**src/rtl/layer_mem_arbiter_if.sv**
```systemverilog
// ---------------------------------------------------------------------------
// layer_mem_arbiter_if
// Bundles the single shared layer-memory port.
//   master : arbiter side, drives the strobes, select, addresses and write data
//            and receives the read data.
//   slave  : memory side, the mirror image of master.
// Signals:
//   cwr       write strobe
//   crd       read strobe
//   csel      memory select (3'b000 = no memory)
//   caddr_wr  write word address
//   caddr_rd  read word address
//   cdata_wr  write data
//   cdata_rd  read data returned by the memory
// ---------------------------------------------------------------------------
interface layer_mem_arbiter_if;
   logic        cwr;
   logic        crd;
   logic [2:0]  csel;
   logic [11:0] caddr_wr;
   logic [11:0] caddr_rd;
   logic [19:0] cdata_wr;
   logic [19:0] cdata_rd;

   modport master (
      output cwr, crd, csel, caddr_wr, caddr_rd, cdata_wr,
      input  cdata_rd
   );

   modport slave (
      input  cwr, crd, csel, caddr_wr, caddr_rd, cdata_wr,
      output cdata_rd
   );
endinterface

```
**src/rtl/layer_mem_arbiter.sv**
```systemverilog
// ---------------------------------------------------------------------------
// layer_mem_arbiter
// Shares the layer-memory port among N requesters (0 = conv writer,
// 1 = max-pool, 2 = host readback) with round-robin arbitration and an
// optional burst lock. One registered memory beat is issued per cycle and read
// data is routed back to the requester that issued the read.
//
// Parameters:
//   N          number of requesters
//   RD_LAT     cycles from a crd beat until rdata/rvalid (1..3)
//   MAX_BURST  locked re-grants allowed while another requester waits
// Ports:
//   clk        clock, rising edge
//   reset      asynchronous reset, active low
//   req        per-requester request
//   lock       per-requester burst hint
//   we         per-requester write (1) / read (0)
//   sel        per-requester memory select, packed 3 bits each
//   addr       per-requester word address, packed 12 bits each
//   wdata      per-requester write data, packed 20 bits each
//   gnt        one-hot, high in the cycle the requester's beat is on the port
//   rvalid     one-hot pulse marking rdata's owner
//   rdata      registered copy of the memory read data
//   busy       any request pending or any read in flight
//   mem        shared memory port (layer_mem_arbiter_if.master)
// Optional feature (macro LAYER_MEM_ARB_PERF_EN):
//   beat_cnt   saturating count of issued beats with a nonzero select
//   wait_max   longest saturating run of req=1/gnt=0 for any requester
// ---------------------------------------------------------------------------
module layer_mem_arbiter #(
   parameter int N         = 3,
   parameter int RD_LAT    = 1,
   parameter int MAX_BURST = 4
) (
   input  logic              clk,
   input  logic              reset,
   input  logic [N-1:0]      req,
   input  logic [N-1:0]      lock,
   input  logic [N-1:0]      we,
   input  logic [3*N-1:0]    sel,
   input  logic [12*N-1:0]   addr,
   input  logic [20*N-1:0]   wdata,
   output logic [N-1:0]      gnt,
   output logic [N-1:0]      rvalid,
   output logic [19:0]       rdata,
   output logic              busy,
`ifdef LAYER_MEM_ARB_PERF_EN
   output logic [15:0]       beat_cnt,
   output logic [7:0]        wait_max,
`endif
   layer_mem_arbiter_if.master mem
);

   localparam int IW = (N > 1) ? $clog2(N) : 1;
   localparam int CW = $clog2(MAX_BURST + 1);

   logic [IW-1:0] rr_ptr;
   logic [IW-1:0] last_idx;
   logic          last_valid;
   logic [CW-1:0] burst_cnt;

   logic          win_valid;
   logic          win_locked;
   logic [IW-1:0] win_idx;
   logic          others_req;
   logic [N-1:0]  last_mask;
   logic [IW:0]   cand_sum;
   logic [IW-1:0] cand;

   logic [2:0]    sel_w;
   logic          we_w;
   logic [11:0]   addr_w;
   logic [19:0]   wdata_w;
   logic          issue_rd;

   logic [RD_LAT-1:0] pipe_v;
   logic [IW-1:0]     pipe_id [RD_LAT];

   function automatic logic [N-1:0] to_onehot(input logic [IW-1:0] idx);
      logic [N-1:0] oh;
      oh      = '0;
      oh[idx] = 1'b1;
      return oh;
   endfunction

   // Lock holder re-wins without search while under the burst limit; once the
   // limit is hit it keeps the port only if nobody else is waiting. Otherwise
   // search from rr_ptr and wrap; the loop runs backwards so the candidate
   // closest to rr_ptr is assigned last and wins.
   always_comb begin
      last_mask  = to_onehot(last_idx);
      others_req = |(req & ~last_mask);
      win_valid  = 1'b0;
      win_locked = 1'b0;
      win_idx    = '0;
      cand_sum   = '0;
      cand       = '0;
      if (last_valid && req[last_idx] && lock[last_idx] &&
          ((burst_cnt < CW'(MAX_BURST)) || !others_req)) begin
         win_valid  = 1'b1;
         win_locked = 1'b1;
         win_idx    = last_idx;
      end else begin
         for (int k = N - 1; k >= 0; k--) begin
            cand_sum = {1'b0, rr_ptr} + (IW+1)'(k);
            if (cand_sum >= (IW+1)'(N)) cand_sum = cand_sum - (IW+1)'(N);
            cand = cand_sum[IW-1:0];
            if (req[cand]) begin
               win_valid = 1'b1;
               win_idx   = cand;
            end
         end
      end
   end

   // Pull the winner's beat fields out of the packed request buses.
   always_comb begin
      sel_w   = '0;
      we_w    = 1'b0;
      addr_w  = '0;
      wdata_w = '0;
      for (int i = 0; i < N; i++) begin
         if (win_idx == IW'(i)) begin
            sel_w   = sel[3*i +: 3];
            we_w    = we[i];
            addr_w  = addr[12*i +: 12];
            wdata_w = wdata[20*i +: 20];
         end
      end
   end

   // A select of 3'b000 consumes the grant but touches no memory.
   assign issue_rd = win_valid && !we_w && (sel_w != 3'b000);
   assign busy     = (|req) || (|pipe_v);

   // Register the winning beat onto the memory port; address/data outputs that
   // the beat does not use keep their previous values.
   always_ff @(posedge clk or negedge reset) begin
      if (!reset) begin
         gnt          <= '0;
         mem.cwr      <= 1'b0;
         mem.crd      <= 1'b0;
         mem.csel     <= 3'b000;
         mem.caddr_wr <= '0;
         mem.caddr_rd <= '0;
         mem.cdata_wr <= '0;
         rr_ptr       <= '0;
         last_idx     <= '0;
         last_valid   <= 1'b0;
         burst_cnt    <= '0;
      end else begin
         gnt     <= '0;
         mem.cwr <= 1'b0;
         mem.crd <= 1'b0;
         if (win_valid) begin
            gnt        <= to_onehot(win_idx);
            mem.csel   <= sel_w;
            last_idx   <= win_idx;
            last_valid <= 1'b1;
            rr_ptr     <= (win_idx == IW'(N - 1)) ? '0 : win_idx + IW'(1);
            if (win_locked) begin
               if (burst_cnt < CW'(MAX_BURST)) burst_cnt <= burst_cnt + CW'(1);
            end else begin
               burst_cnt <= '0;
            end
            if (sel_w != 3'b000) begin
               if (we_w) begin
                  mem.cwr      <= 1'b1;
                  mem.caddr_wr <= addr_w;
                  mem.cdata_wr <= wdata_w;
               end else begin
                  mem.crd      <= 1'b1;
                  mem.caddr_rd <= addr_w;
               end
            end
         end
      end
   end

   // Owner ids travel alongside each read so returns stay in issue order; the
   // last stage captures cdata_rd and pulses the owner's rvalid.
   always_ff @(posedge clk or negedge reset) begin
      if (!reset) begin
         pipe_v <= '0;
         for (int s = 0; s < RD_LAT; s++) pipe_id[s] <= '0;
         rvalid <= '0;
         rdata  <= '0;
      end else begin
         pipe_v[0]  <= issue_rd;
         pipe_id[0] <= win_idx;
         for (int s = 1; s < RD_LAT; s++) begin
            pipe_v[s]  <= pipe_v[s-1];
            pipe_id[s] <= pipe_id[s-1];
         end
         rvalid <= '0;
         if (pipe_v[RD_LAT-1]) begin
            rvalid <= to_onehot(pipe_id[RD_LAT-1]);
            rdata  <= mem.cdata_rd;
         end
      end
   end

`ifdef LAYER_MEM_ARB_PERF_EN
   logic [7:0] wait_run [N];
   logic [7:0] wait_peak;

   always_comb begin
      wait_peak = wait_max;
      for (int i = 0; i < N; i++) begin
         if (wait_run[i] > wait_peak) wait_peak = wait_run[i];
      end
   end

   // Per-requester wait runs restart whenever the requester is granted or idle.
   always_ff @(posedge clk or negedge reset) begin
      if (!reset) begin
         beat_cnt <= '0;
         wait_max <= '0;
         for (int i = 0; i < N; i++) wait_run[i] <= '0;
      end else begin
         if (win_valid && (sel_w != 3'b000) && (beat_cnt != 16'hFFFF))
            beat_cnt <= beat_cnt + 16'd1;
         wait_max <= wait_peak;
         for (int i = 0; i < N; i++) begin
            if (req[i] && !gnt[i]) begin
               if (wait_run[i] != 8'hFF) wait_run[i] <= wait_run[i] + 8'd1;
            end else begin
               wait_run[i] <= '0;
            end
         end
      end
   end
`endif

endmodule
```
**src/flat_wrapper.sv**
```systemverilog
// flat-port wrapper written by rule: the top's interface ports become plain ports
module layer_mem_arbiter_flat 
#(
   parameter int N         = 3,
   parameter int RD_LAT    = 1,
   parameter int MAX_BURST = 4
)
  (clk, reset, req, lock, we, sel, addr, wdata, gnt, rvalid, rdata, busy, mem_cwr, mem_crd, mem_csel, mem_caddr_wr, mem_caddr_rd, mem_cdata_wr, mem_cdata_rd);
  layer_mem_arbiter_if mem_i ();
  input  logic clk;
  input  logic reset;
  input  logic [N-1:0] req;
  input  logic [N-1:0] lock;
  input  logic [N-1:0] we;
  input  logic [3*N-1:0] sel;
  input  logic [12*N-1:0] addr;
  input  logic [20*N-1:0] wdata;
  output logic [N-1:0] gnt;
  output logic [N-1:0] rvalid;
  output logic [19:0] rdata;
  output logic busy;
  output wire logic [$bits(mem_i.cwr)-1:0] mem_cwr;
  output wire logic [$bits(mem_i.crd)-1:0] mem_crd;
  output wire logic [$bits(mem_i.csel)-1:0] mem_csel;
  output wire logic [$bits(mem_i.caddr_wr)-1:0] mem_caddr_wr;
  output wire logic [$bits(mem_i.caddr_rd)-1:0] mem_caddr_rd;
  output wire logic [$bits(mem_i.cdata_wr)-1:0] mem_cdata_wr;
  input wire logic [$bits(mem_i.cdata_rd)-1:0] mem_cdata_rd;
  assign mem_cwr = mem_i.cwr;
  assign mem_crd = mem_i.crd;
  assign mem_csel = mem_i.csel;
  assign mem_caddr_wr = mem_i.caddr_wr;
  assign mem_caddr_rd = mem_i.caddr_rd;
  assign mem_cdata_wr = mem_i.cdata_wr;
  assign mem_i.cdata_rd = mem_cdata_rd;
  layer_mem_arbiter #(.N(N), .RD_LAT(RD_LAT), .MAX_BURST(MAX_BURST)) u_core (.clk(clk), .reset(reset), .req(req), .lock(lock), .we(we), .sel(sel), .addr(addr), .wdata(wdata), .gnt(gnt), .rvalid(rvalid), .rdata(rdata), .busy(busy), .mem(mem_i));
endmodule
```
**config.mk**
```make
export PLATFORM = sky130hd
export DESIGN_NAME = layer_mem_arbiter_flat
export DESIGN_NICKNAME = d
export VERILOG_FILES = /design/src/rtl/layer_mem_arbiter_if.sv /design/src/rtl/layer_mem_arbiter.sv /design/src/flat_wrapper.sv
export SDC_FILE = /design/constraint.sdc
export NUM_CORES = 1
export LEC_CHECK = 0
export CAP_MARGIN = 20
export CORE_UTILIZATION = 35
export CTS_CLUSTER_DIAMETER = 50
export DETAILED_ROUTE_END_ITERATION = 10
export GPL_TIMING_DRIVEN = 0
export PLACE_DENSITY = 0.72
export SLEW_MARGIN = 20
export SYNTH_ARGS = -nofsm -noshare
export SYNTH_HDL_FRONTEND = slang
export SYNTH_SLANG_ARGS = --single-unit
```
**constraint.sdc**
```tcl
create_clock -name clk -period 2.8 [get_ports clk]
set_input_delay 0.56 -clock clk [delete_from_list [all_inputs] [get_ports clk]]
set_output_delay 0.56 -clock clk [all_outputs]
set_load 0.01 [all_outputs]
```
## Word-level counts from Yosys, hierarchy flattened

Cells that the tools add are included.

- Input bits: 136
- Register bits: 86
- Output and inout port bits: 76

- Equality and inequality tests: 3
- Mux-type cells: 54
- Bitwise operators: 3
- Add/subtract/negate cells: 7
- Reduce and logical (&&, ||, !) cells: 19
- Magnitude comparators: 13

Operator list:

| cell | count |
|---|---|
| two-way mux 20 bit | 3 |
| two-way mux 12 bit | 3 |
| two-way mux 1 bit | 22 |
| two-way mux 2 bit | 11 |
| two-way mux 3 bit | 7 |
| < comparator 2 x 3 -> 1 bit (second input constant) | 6 |
| binary-select mux 1 bit (select 2 bit) | 5 |
| logical AND 1 bit | 8 |
| demux 1 bit (select 2 bit) | 3 |
| >= comparator 2 x 1 -> 1 bit (second input constant) | 3 |
| >= comparator 3 x 2 -> 1 bit (second input constant) | 2 |
| AND reduction 3 bit | 2 |
| OR reduction 3 bit | 2 |
| subtractor 2 bit (second input constant) | 3 |
| adder 2 x 1 -> 3 bit (second input constant) | 1 |
| adder 2 x 2 -> 3 bit (second input constant) | 1 |
| adder 3 x 1 -> 3 bit (second input constant) | 1 |
| bitwise AND 3 bit | 1 |
| < comparator 3 bit (second input constant) | 1 |
| NOT 3 bit | 1 |
| nonzero test 3 bit | 1 |
| adder 2 x 1 -> 2 bit (second input constant) | 1 |
| equality test 2 x 1 -> 1 bit (second input constant) | 1 |
| equality test 2 bit (second input constant) | 1 |
| other kinds (7) | 9 |

## Longest topological paths before layout

- Depth in word-level cells: 24
- Depth in mapped cells: 13

## Worst setup path before layout

Ideal clock, no wire load.

- Path kind: flip-flop to flip-flop
- From: register u_core.rr_ptr[0]
- To: register u_core.mem.caddr_wr[10]
- Period minus slack after synthesis: 3,085 ps
- Data arrival time: 2,961 ps
- Cell stages (with the launch flop): 12
- Library setup time: 125 ps
- Slack: -285 ps
- Path through: dfrtp_1 -> inv_1 -> ha_1 -> nor2b_1 -> and3b_1 -> o311ai_0 -> o21ai_2 -> a22o_1 -> a21o_1 -> o311ai_4 -> buf_6 -> mux2_2

- Cells in the longest elaborated chain, start to end: 16
- Elaborated cells between the ends (all ways): 42

Ends and longest elaborated chain:

| item | line | source |
|---|---|---|
| start, declared | layer_mem_arbiter.sv:57 | `logic [IW-1:0] rr_ptr;` |
| start signal, assigned | layer_mem_arbiter.sv:160 | `rr_ptr <= (win_idx == IW'(N - 1)) ? '0 : win_idx + IW'(1);` |
| adder 2 x 2 -> 3 bit | layer_mem_arbiter.sv:105 | `cand_sum = {1'b0, rr_ptr} + (IW+1)'(k);` |
| >= comparator 3 x 2 -> 1 bit / subtractor 2 bit (equally long branches) | layer_mem_arbiter.sv:106 | `if (cand_sum >= (IW+1)'(N)) cand_sum = cand_sum - (IW+1)'(N);` |
| two-way mux 2 bit | layer_mem_arbiter.sv:106 |  |
| two-way mux 2 bit | layer_mem_arbiter.sv:98 | `if (last_valid && req[last_idx] && lock[last_idx] &&` |
| binary-select mux 1 bit (select 2 bit) | layer_mem_arbiter.sv:108 | `if (req[cand]) begin` |
| two-way mux 1 bit (not written as such) | layer_mem_arbiter.sv:108 |  |
| two-way mux 2 bit (3 in a row) | layer_mem_arbiter.sv:108 |  |
| two-way mux 2 bit | layer_mem_arbiter.sv:98 |  |
| zero test 2 bit | layer_mem_arbiter.sv:123 | `if (win_idx == IW'(i)) begin` |
| two-way mux 3 bit (3 in a row) | layer_mem_arbiter.sv:123 |  |
| nonzero test 3 bit | layer_mem_arbiter.sv:166 | `if (sel_w != 3'b000) begin` |
| AND reduction 3 bit (no source line) | - |  |
| end signal, assigned | layer_mem_arbiter.sv:169 | `mem.caddr_wr <= addr_w;` |
| end, declared | layer_mem_arbiter_if.sv:26 | `output cwr, crd, csel, caddr_wr, caddr_rd, cdata_wr,` |

Parallel ways exist; a longest one is shown, timed or not. The select of a mux whose other input is x is not followed.
A chain may end at the register's enable or synchronous reset.

## Worst setup path in the final report

- From: register u_core.rr_ptr[1]
- To: register u_core.mem.caddr_wr[8]

The elaborated chain is that of the path after synthesis.

==> impl_results.md <==
* Outcome: finished, violations left
* Failing checks: DRC, setup timing
* Max Cap Viol at 0
* Post-synth EDFFs at 0
* Routed Antenna Nets at 0
* Library cells used by synthesis at 45
* RSZ-0062 raised after global routing: true
* CTS tree: done
* Max-slew violations at 0
* Critical Path Source Type: register
* Final Hold Viols at 0
* Post-synthesis sequential area ratio at 51.67%
* Drt wl/cell at 16.90 um
* Worst relative slew slack at 62.73%
* Crit-path max FO at 6
* Ports at 212
* # rows at 39
* Routed vias at 3674
* Layout cell share with drive strength beyond 1 at 23.54%
* DRC Markers at 22
* First-pass GRT wire length at 20310 um
* Nets at 734
* IO Port Bufs at 209
* Initial DRC count at 154
* Worst setup margin at -0.2255 ns
* Net count after synthesis at 492
* PD cells at 1421 nW/um2
* Grt ovf at 0
* Top delay family on crit path: compound AO/OA/AOI/OAI gates
* Cells after Synth at 352
* H-tree depth at 3
* GRT Total Usage at 21.05%
* Dominant synthesized flop cell: dfrtp_1
* Clock Latency Late Sink at 0.33 ns
* Antenna diodes at 0
* Critical Path RT at 3.01 ns
* Clock buffer depth at 2
* Post-DP Area at 6484 um2
* CP max stage delay at 0.44 ns
* Syn-to-layout area delta at 73.02%
* Post-Route WL at 12540 um
* Worst VDD drop at 0.5962 mV
* Yosys warnings at 0
* CP Capture Type: register
* Vias in the first global route at 3992
* Final Setup Violations at 41
* Worst hold path class: in -> async
* Setup CP Type: reg -> reg
* Pin count of the biggest net entering global routing at 49
* Bufs and invs on worst path at 3
* TritonCTS buffer count at 9
* Detail-routed via count per cell at 4.951
* Clock transition at the registers of the reported paths at 0.06 ns
* Die X at 111.1 um
* Worst-Margin Slew at 0.5591 ns
* Placer Congestion at 0.7728
* Async SR Flop Fraction at 100.0%
* Avg Cell Area, Syn at 11.83 um2
* CP arrival at 3.24 ns
* Hold_buf cts at 0
* Period utilization at 108.1%
* Final min period at 3.025 ns
* Final HPWL DP at 9163 um
* Hold_ws at 0.2104 ns
* Max Freq at 330.5 MHz
* CP max-delay cell: dfrtp_2
* Initial core utilization at 36.17%
* Die height at 111.1 um
* Lkg Pwr at 3.191 nW
* Pre-antenna DRT Iters at 8
* CTS sink cnt at 86
* Core ar. at 11520 um2
* Synthesized cell area at 4165 um2
* Fillcell total at 950
* Initial antenna violation count at 0
* CTS root buf: clkbuf_16
* CP Cell Sequence: ha_4 > nor2b_2 > and3b_2 > o311ai_4 > o21ai_4 > a22o_1 > a21o_1 > o311ai_4 > buf_12 > buf_12 > buf_8 > mux2_4
* #FFs+latches synth at 86
* DIE AREA at 12340 um2
* Worst clock skew at 0.009319 ns
* Final instance area at 7207 um2
## cells in the final DEF (no fill, tap or decap), types with 5 or more instances in the layout
cell	synthesis	layout
clkbuf_1	12	10
dfrtp_1	86	84
nor2_1	6	6
clkbuf_16	0	9
clkdlybuf4s50_1	0	205
nand2_1	64	63
buf_12	0	6
buf_4	0	19
o21ai_0	8	7
a21o_1	5	5
mux2_2	59	34
mux2_4	10	35
a22oi_1	28	28
mux2i_1	9	7
inv_1	7	6
## path summary, 6_finish.rpt
path,from,end,slack [ns],cells past startpoint
worst max-delay path,u_core.rr_ptr[1],u_core.mem.caddr_wr[8],-0.23,12
worst min-delay path,reset,u_core.last_valid,0.21,1
worst max register to register,u_core.rr_ptr[1],u_core.mem.caddr_wr[8],-0.23,12
worst min register to register,u_core.pipe_id[1],u_core.rvalid[0],0.44,1
max in group asynchronous,reset,u_core.mem.caddr_wr[8],1.96,2
min in group clk,u_core.pipe_id[1],u_core.rvalid[0],0.44,1
## metrics by stage
step                      util [%]  setup TNS [ns]  cells  setup WS, ns  power (mW)
after floorplan                  -          -7.085    352       -0.2083       5.667
after global placement       56.08         -217.25    704        -1.962       7.669
after detailed placement     56.30          -51.89    705        -1.117       7.824
after CTS                    62.47          -4.386    740       -0.1869       10.36
after global routing         62.58          -8.789    742       -0.3043       10.88
final                        62.58          -5.381    742       -0.2255       10.24
## synthesized netlist by cell type, types with 2 or more instances
master    count  share of area [%]
a22oi_1      28                5.0
a21oi_1       3               0.36
inv_1         7               0.63
a21o_1        5               0.90
a22o_1        3               0.63
nor3b_1       2               0.36
mux2i_1       9                2.2
nand4_1       2               0.30
nand3_1       2               0.24
o21ai_1       2               0.24
a21boi_0      2               0.36
mux2_2       59                 16
buf_6         4                1.1
dfrtp_1      86                 52
nor3_1        2               0.24
and3b_1       3               0.63
nor2b_1       4               0.60
nand2_1      64                5.8
mux2_4       10                3.6
buf_1         3               0.27
clkbuf_1     12                1.1
nor2_1        6               0.54
buf_2         2               0.24
o21ai_0       8               0.96
ha_1          4                1.2
## power breakdown
part           leakage, nW  switching (mW)  internal, mW
logic                 2.03            2.86          4.05
registers             1.03           0.326          1.91
clock network        0.132           0.469         0.621
## what timing repair did
action,4_1_cts,5_1_grt
cloned,3,0
buffers inserted,17,3
endpoints found under the setup margin,52,45
pin swaps,13,1
gates resized for setup,65,4
endpoints found under the hold margin,0,0
## logic make-up (layout without fill, tap and decap cells)
family / Yosys count / count (layout) / share of synthesized area, %
buffers and inverters: 29 / 276 / 3.424
and+or+nand+nor: 91 / 91 / 9.913
adders and majority gates: 4 / 4 / 1.202
muxes: 78 / 78 / 21.72
DFF: 86 / 86 / 51.67
AOI/OAI and AO/OA: 64 / 64 / 12.08
## metal layers
| layer | vias up | track usage (%) | wire length (um) |
|---|---|---|---|
| li1 | 1741 | - | - |
| met4 | 0 | 5.856 | 124 |
| met5 | - | 0 | 0 |
| met1 | 1788 | 23.77 | 4941 |
| met3 | 7 | 5.413 | 1053 |
| met2 | 138 | 38.99 | 6425 |
## registers in the layout, indices dropped and copies added (netlist names), 3 cells and up
name / count
u_core.mem.cdata_wr: 20
u_core.rdata: 20
u_core.mem.caddr_rd: 12
u_core.mem.caddr_wr: 12
u_core.burst_cnt: 3
u_core.gnt: 3
u_core.mem.csel: 3
u_core.rvalid: 3
## layout make-up
cell class	instances	area [um2]	area share [%]
clock buffers	12	246.5	3.420
inverters	7	26.28	0.3646
clock inverters	4	22.52	0.3125
plain buffers	21	160.2	2.222
flip-flops and latches	86	2155	29.90
multi-input cells	237	2078	28.84
well taps	143	178.9	2.483
repair buffers	232	2340	32.47
(Power assumes the default switching activity.)
